[config.mk]
export PLATFORM = sky130hd
export DESIGN_NAME = register_file
export DESIGN_NICKNAME = d
export VERILOG_FILES = /design/src/rtl/register_file.sv
export SDC_FILE = /design/constraint.sdc
export NUM_CORES = 2
export LEC_CHECK = 0
export BUFFER_PORTS_ARGS = -buffer_cell sky130_fd_sc_hd__buf_2
export CAP_MARGIN = 0
export CORE_ASPECT_RATIO = 0.7
export CORE_MARGIN = 2
export CORE_UTILIZATION = 35
export CTS_CLUSTER_DIAMETER = 60
export CTS_CLUSTER_SIZE = 12
export DETAILED_ROUTE_END_ITERATION = 8
export HOLD_SLACK_MARGIN = 0.02
export PLACE_DENSITY = 0.49
export SLEW_MARGIN = 20
export SYNTH_ARGS = -nofsm -noshare
export SYNTH_HDL_FRONTEND = slang
export SYNTH_SLANG_ARGS = --single-unit
[constraint.sdc]
create_clock -name i_clk -period 2.9 [get_ports i_clk]
set_input_delay 0.29 -clock i_clk [delete_from_list [all_inputs] [get_ports i_clk]]
set_output_delay 0.29 -clock i_clk [all_outputs]
set_load 0.02 [all_outputs]
[src/rtl/register_file.sv]
// ---------------------------------------------------------------------------
// register_file
// 32-entry general-purpose register file for the MIPS core.
//   - Two combinational read ports (rs, rt) serve the decode stage.
//   - One write port fed by the write-back stage (data, destination, enable).
//   - A sequential dump port (valid/ready) streams every register out, in
//     index order, for the debug unit after a halt.
// Register 0 is hardwired to zero: writes to it are dropped, reads give 0.
//
// Optional feature macro: REGFILE_WRITE_FIRST_EN
//   defined   -> write-first bypass: a write to the address being read shows
//                up on that read port (and on the dump data) in the same cycle.
//   undefined -> reads return the pre-write array value in the write cycle.
//
// Ports:
//   i_clk, i_rst_n                 clock, asynchronous active-low reset
//   i_rs_addr / o_rs_data          read port A
//   i_rt_addr / o_rt_data          read port B
//   i_write_data, i_reg2write,
//   i_regWrite                     write-back stage write port
//   i_dump_start                   start a dump (sampled only while idle)
//   i_dump_ready                   consumer accepts the current dump word
//   o_dump_valid, o_dump_addr,
//   o_dump_data                    current dump word
//   o_dump_busy                    dump FSM not idle
//   o_dump_done                    one-cycle pulse after the last word
// ---------------------------------------------------------------------------
module register_file #(
  parameter int NB_DATA = 32,
  parameter int NB_ADDR = 5,
  parameter int N_REGS  = 32
) (
  input  logic               i_clk,
  input  logic               i_rst_n,
  input  logic [NB_ADDR-1:0] i_rs_addr,
  input  logic [NB_ADDR-1:0] i_rt_addr,
  output logic [NB_DATA-1:0] o_rs_data,
  output logic [NB_DATA-1:0] o_rt_data,
  input  logic [NB_DATA-1:0] i_write_data,
  input  logic [NB_ADDR-1:0] i_reg2write,
  input  logic               i_regWrite,
  input  logic               i_dump_start,
  input  logic               i_dump_ready,
  output logic               o_dump_valid,
  output logic [NB_ADDR-1:0] o_dump_addr,
  output logic [NB_DATA-1:0] o_dump_data,
  output logic               o_dump_busy,
  output logic               o_dump_done
);

  typedef enum logic [1:0] {
    ST_IDLE = 2'd0,
    ST_SEND = 2'd1,
    ST_DONE = 2'd2
  } state_t;

  localparam logic [NB_ADDR-1:0] ADDR_ZERO = {NB_ADDR{1'b0}};
  localparam logic [NB_ADDR-1:0] ADDR_LAST = NB_ADDR'(N_REGS - 1);
  localparam logic [NB_DATA-1:0] DATA_ZERO = {NB_DATA{1'b0}};

  logic [NB_DATA-1:0] mem_q [N_REGS];
  logic [NB_DATA-1:0] mem_d [N_REGS];

  state_t             state_q, state_d;
  logic [NB_ADDR-1:0] idx_q, idx_d;
  logic               valid_q, valid_d;
  logic               busy_q, busy_d;
  logic               done_q, done_d;

  logic               write_en_s;
  logic [NB_DATA-1:0] rs_data_s, rt_data_s, dump_data_s;

  assign write_en_s = i_regWrite && (i_reg2write != ADDR_ZERO);

  // Next array contents: only the addressed nonzero entry changes.
  always_comb begin
    mem_d = mem_q;
    if (write_en_s) begin
      mem_d[i_reg2write] = i_write_data;
    end else begin
      mem_d = mem_q;
    end
  end

  // Read ports and dump data; address 0 is forced to zero explicitly.
  always_comb begin
    rs_data_s   = DATA_ZERO;
    rt_data_s   = DATA_ZERO;
    dump_data_s = DATA_ZERO;
`ifdef REGFILE_WRITE_FIRST_EN
    if (write_en_s && (i_reg2write == i_rs_addr)) begin
      rs_data_s = i_write_data;
    end else if (i_rs_addr != ADDR_ZERO) begin
      rs_data_s = mem_q[i_rs_addr];
    end else begin
      rs_data_s = DATA_ZERO;
    end
    if (write_en_s && (i_reg2write == i_rt_addr)) begin
      rt_data_s = i_write_data;
    end else if (i_rt_addr != ADDR_ZERO) begin
      rt_data_s = mem_q[i_rt_addr];
    end else begin
      rt_data_s = DATA_ZERO;
    end
    if (write_en_s && (i_reg2write == idx_q)) begin
      dump_data_s = i_write_data;
    end else if (idx_q != ADDR_ZERO) begin
      dump_data_s = mem_q[idx_q];
    end else begin
      dump_data_s = DATA_ZERO;
    end
`else
    if (i_rs_addr != ADDR_ZERO) begin
      rs_data_s = mem_q[i_rs_addr];
    end else begin
      rs_data_s = DATA_ZERO;
    end
    if (i_rt_addr != ADDR_ZERO) begin
      rt_data_s = mem_q[i_rt_addr];
    end else begin
      rt_data_s = DATA_ZERO;
    end
    if (idx_q != ADDR_ZERO) begin
      dump_data_s = mem_q[idx_q];
    end else begin
      dump_data_s = DATA_ZERO;
    end
`endif
  end

  // Dump FSM next state; output flags are computed here so they come out of flops.
  always_comb begin
    state_d = state_q;
    idx_d   = idx_q;
    valid_d = valid_q;
    busy_d  = busy_q;
    done_d  = 1'b0;
    case (state_q)
      ST_IDLE: begin
        if (i_dump_start) begin
          state_d = ST_SEND;
          idx_d   = ADDR_ZERO;
          valid_d = 1'b1;
          busy_d  = 1'b1;
        end else begin
          valid_d = 1'b0;
          busy_d  = 1'b0;
        end
      end
      ST_SEND: begin
        if (valid_q && i_dump_ready) begin
          if (idx_q == ADDR_LAST) begin
            state_d = ST_DONE;
            idx_d   = ADDR_ZERO;
            valid_d = 1'b0;
            done_d  = 1'b1;
          end else begin
            idx_d = idx_q + {{(NB_ADDR-1){1'b0}}, 1'b1};
          end
        end else begin
          // Consumer stalled: hold the current index.
          idx_d = idx_q;
        end
      end
      ST_DONE: begin
        // Start is ignored here; a held start is picked up from IDLE next cycle.
        state_d = ST_IDLE;
        idx_d   = ADDR_ZERO;
        valid_d = 1'b0;
        busy_d  = 1'b0;
      end
      default: begin
        state_d = ST_IDLE;
        idx_d   = ADDR_ZERO;
        valid_d = 1'b0;
        busy_d  = 1'b0;
      end
    endcase
  end

  // State registers: register array and dump FSM, cleared by async reset.
  always_ff @(posedge i_clk or negedge i_rst_n) begin
    if (!i_rst_n) begin
      for (int i = 0; i < N_REGS; i++) begin
        mem_q[i] <= DATA_ZERO;
      end
      state_q <= ST_IDLE;
      idx_q   <= ADDR_ZERO;
      valid_q <= 1'b0;
      busy_q  <= 1'b0;
      done_q  <= 1'b0;
    end else begin
      mem_q   <= mem_d;
      state_q <= state_d;
      idx_q   <= idx_d;
      valid_q <= valid_d;
      busy_q  <= busy_d;
      done_q  <= done_d;
    end
  end

  assign o_rs_data    = rs_data_s;
  assign o_rt_data    = rt_data_s;
  assign o_dump_valid = valid_q;
  assign o_dump_addr  = idx_q;
  assign o_dump_data  = dump_data_s;
  assign o_dump_busy  = busy_q;
  assign o_dump_done  = done_q;

endmodule

==> flow_summary.yaml <==
run_status:
  status: "finished, violations left"
  violations: "setup timing"
setup_path:
  critical_path_class: "reg -> out"
  critPathMaxFanout: 5
  cp-start-kind: "flip-flop"
  arrival_ns: 3.15
  cp_data_required_time_ns: 2.61
  cp-end-kind: "output port"
logic_synthesis:
  synth_top_family_by_area: "multiplexers"
  muxShareOfSynthArea: 0.479
  synth_edf_count: 0
  async_reset_ff_frac: 1.00
  ys_top_cells_by_count: "mux2_2, dfrtp_1, mux4_2"
  synthesis.area_mm2: 0.0628
  synth_nets: 4323
  syn_inst: 4268
  synth_top_area_share: 0.412
  yosys.area_share.adder: 0.000597
  yosys.area_share.xor_xnor: 0.000279
  syn_area_per_cell_um2: 14.7
  yosysUniqueCellTypes: 48
  ys_warn_count: 0
  synth_compound_area_frac: 0.0479
  synthFlopType: "dfrtp_1"
  synth-seq-cells: 1034
  synth_area_leaders: "dfrtp_1, mux4_2, mux2_2"
  ys_seq_area_frac: 0.412
  synth.most_common_cell: "mux2_2"
  synthSimpleGateAreaFrac: 0.0228
  synth_top_cell_by_area: "dfrtp_1"
timing:
  tns_ns: -14.98
  rsz0062_at_grt: "true"
  setup_ws_ns: -0.537
  worst_slew_margin_rel: 0.422
  fin_crit_sh: 1.19
  drv_slew: 0
  finalHoldViolations: 0
  max_freq_ghz: 0.291
  setup_violations: 40
  fin_skew_ns: 0.0170
  period_needed_ns: 3.44
  tightest_slew_ns: 0.867
route:
  drt-total-wl_um: 262000
  postRouteAntennaNets: 0
  drtIter0Drc: 4892
  drc: 0
  wire_per_inst_um: 37.3
  avgViaCountPerCell: 6.44
  dr.pass1.iters: 5
  vias: 45300
layout:
  layout-drive-gt1-share: 0.630
  final_util: 0.431
  final_nets: 4668
  area_delta_synth_final_pct: 22.8
  fill_cells: 16100
die:
  ioPinCount: 156
  die_w_um: 510
  start_util: 0.351
  die_area_mm2: 0.183
  row_count: 130
  die_h_um: 359
  core-area_mm2: 0.179
grt:
  grt_pass1_wl_um: 372000
  grt_pass1_vias: 45700
  grt_antenna_before_repair: 14
  grt_start_max_net_pins: 141
  overflow: 0
  grtUsageTotal: 0.287
placed_design:
  dpl.hpwl_um: 164000
  gp_congestion: 0.846
  dp_slack_ns: -0.528
  port-buffer-count: 155
power_and_ir_drop:
  switching_share: 0.365
  p_int_mw: 39.7
  power_frac_seq: 0.323
  p_per_area_mw_per_mm2: 811
  pwr-share-clk: 0.218
  switching_power_mw: 22.8
  peakVddDrop_uv: 605
  leakage_nw: 32.3
  power_frac_comb: 0.460
clock_network:
  cts_tree: "yes"
  cts_max_level: 3
  cts_buffer_depth: 3
  root_buffer: "clkbuf_16"
  clk_latency_ns: 0.75
  clk_pin_slew_worst_paths_ns: 0.07
  clkSinkCount: 1034
  cts-buffers-inserted: 105
job:
  maxCapViolations: 0
hold_path:
  min_path_type: "in -> reg"
## placed cells by master (no fill, tap or decap), types with 13 or more instances in the layout
cell type / n
mux2_2: 1060
dfrtp_1: 1027
mux4_2: 682
buf_4: 416
mux2i_1: 265
buf_12: 140
clkbuf_16: 107
a22oi_1: 87
buf_2: 81
buf_6: 75
a21oi_1: 57
nor2b_1: 41
o22ai_1: 35
nand2_1: 29
o22ai_4: 26
o221ai_1: 26
nor3_4: 24
buf_16: 24
o22ai_2: 22
nor2_4: 22
and2_1: 20
a211oi_1: 17
a22oi_2: 17
nand2_4: 17
a211oi_2: 15
a2111oi_4: 15
nand2b_1: 13
nor4_1: 13
a211oi_4: 13
## registers in the layout, summed over array words and instances, names as in the netlist
| name | count |
|---|---|
| o_dump_busy | 1 |
| o_dump_done | 1 |
| o_dump_addr | 5 |
| o_dump_valid | 1 |
| mem_q | 1024 |
| state_q | 2 |
## worst max-delay path, stage by stage (launching register included)
cell and delay, ns:
dfrtp_4 0.54, buf_6 0.16, buf_6 0.13, buf_16 0.14
mux4_2 0.32, and2_4 0.15, a211oi_4 0.04, a2111oi_4 0.64
buf_4 0.26
## final timing paths
kind                                  startpoint         endpoint  slack, ns  cells past startpoint
worst max-delay path              o_dump_addr[0]  o_dump_data[20]      -0.54                      8
worst min-delay path            i_write_data[26]       mem_q[250]       0.16                      2
worst max register to register    o_dump_addr[0]   o_dump_addr[2]      -0.02                     11
worst min register to register       mem_q[1008]      mem_q[1008]       0.42                      0
max in group asynchronous                i_rst_n       mem_q[549]       1.74                      4
min in group asynchronous                i_rst_n       mem_q[735]       0.25                      3
## area by class of cell
type | instances | area [um^2] | share of cell area
multi-input cells | 2716 | 37100 | 0.480
well taps | 2376 | 2970 | 0.0385
repair buffers | 751 | 8070 | 0.105
flip-flops and latches | 1034 | 25900 | 0.336
inverters | 5 | 18.8 | 0.000243
clock inverters | 28 | 332 | 0.00430
clock buffers | 123 | 2810 | 0.0364
diodes | 5 | 12.5 | 0.000162
## cells by family after synthesis
logic type / after synthesis
xor gates and xnor gates: 2
muxes: 2024
AOI/OAI and AO/OA: 417
DFF: 1034
and+or+nand+nor: 270
buffers and inverters: 518
adders and majority gates: 3
## per-stage QoR
step           power [mW]  cell area (um^2)  cells  hold WS, ns
4_1_cts              61.9             76400   6998        0.120
3_5_place_dp         43.0             69500   6716        0.158
2_1_floorplan        33.9             62900   4268     -0.00559
3_3_place_gp         42.8             69500   6716        0.158
5_1_grt              65.0             77100   7035        0.177
6_report             62.5             77200   7038        0.164
## power by group through the flow
stage                     Sequential, mW  Combinational (mW)  Clock [mW]
final                               20.2                28.7        13.6
after floorplan                     19.2                14.7           0
after CTS                           20.0                28.0        13.8
after global placement              20.3                22.5           0
after detailed placement            20.4                22.6           0
after global routing                20.6                29.9        14.4
## per-layer routing
metal / up-vias / track usage / share of wire
met4: 2 / 0.103 / 0.041
met2: 2370 / 0.427 / 0.44
li1: 17700 / - / -
met3: 482 / 0.0627 / 0.086
met1: 24800 / 0.412 / 0.43
met5: - / 0 / 0.000042
## what timing repair did
item / CTS / global route
setup buffers: 132 / 38
endpoints found under the setup margin: 81 / 87
hold buffers: 4 / 0
resized for setup: 468 / 88
pin swaps: 123 / 40
endpoints found under the hold margin: 661 / 0
cloned: 18 / 1
Note: power is estimated with default switching activity, not from simulation.
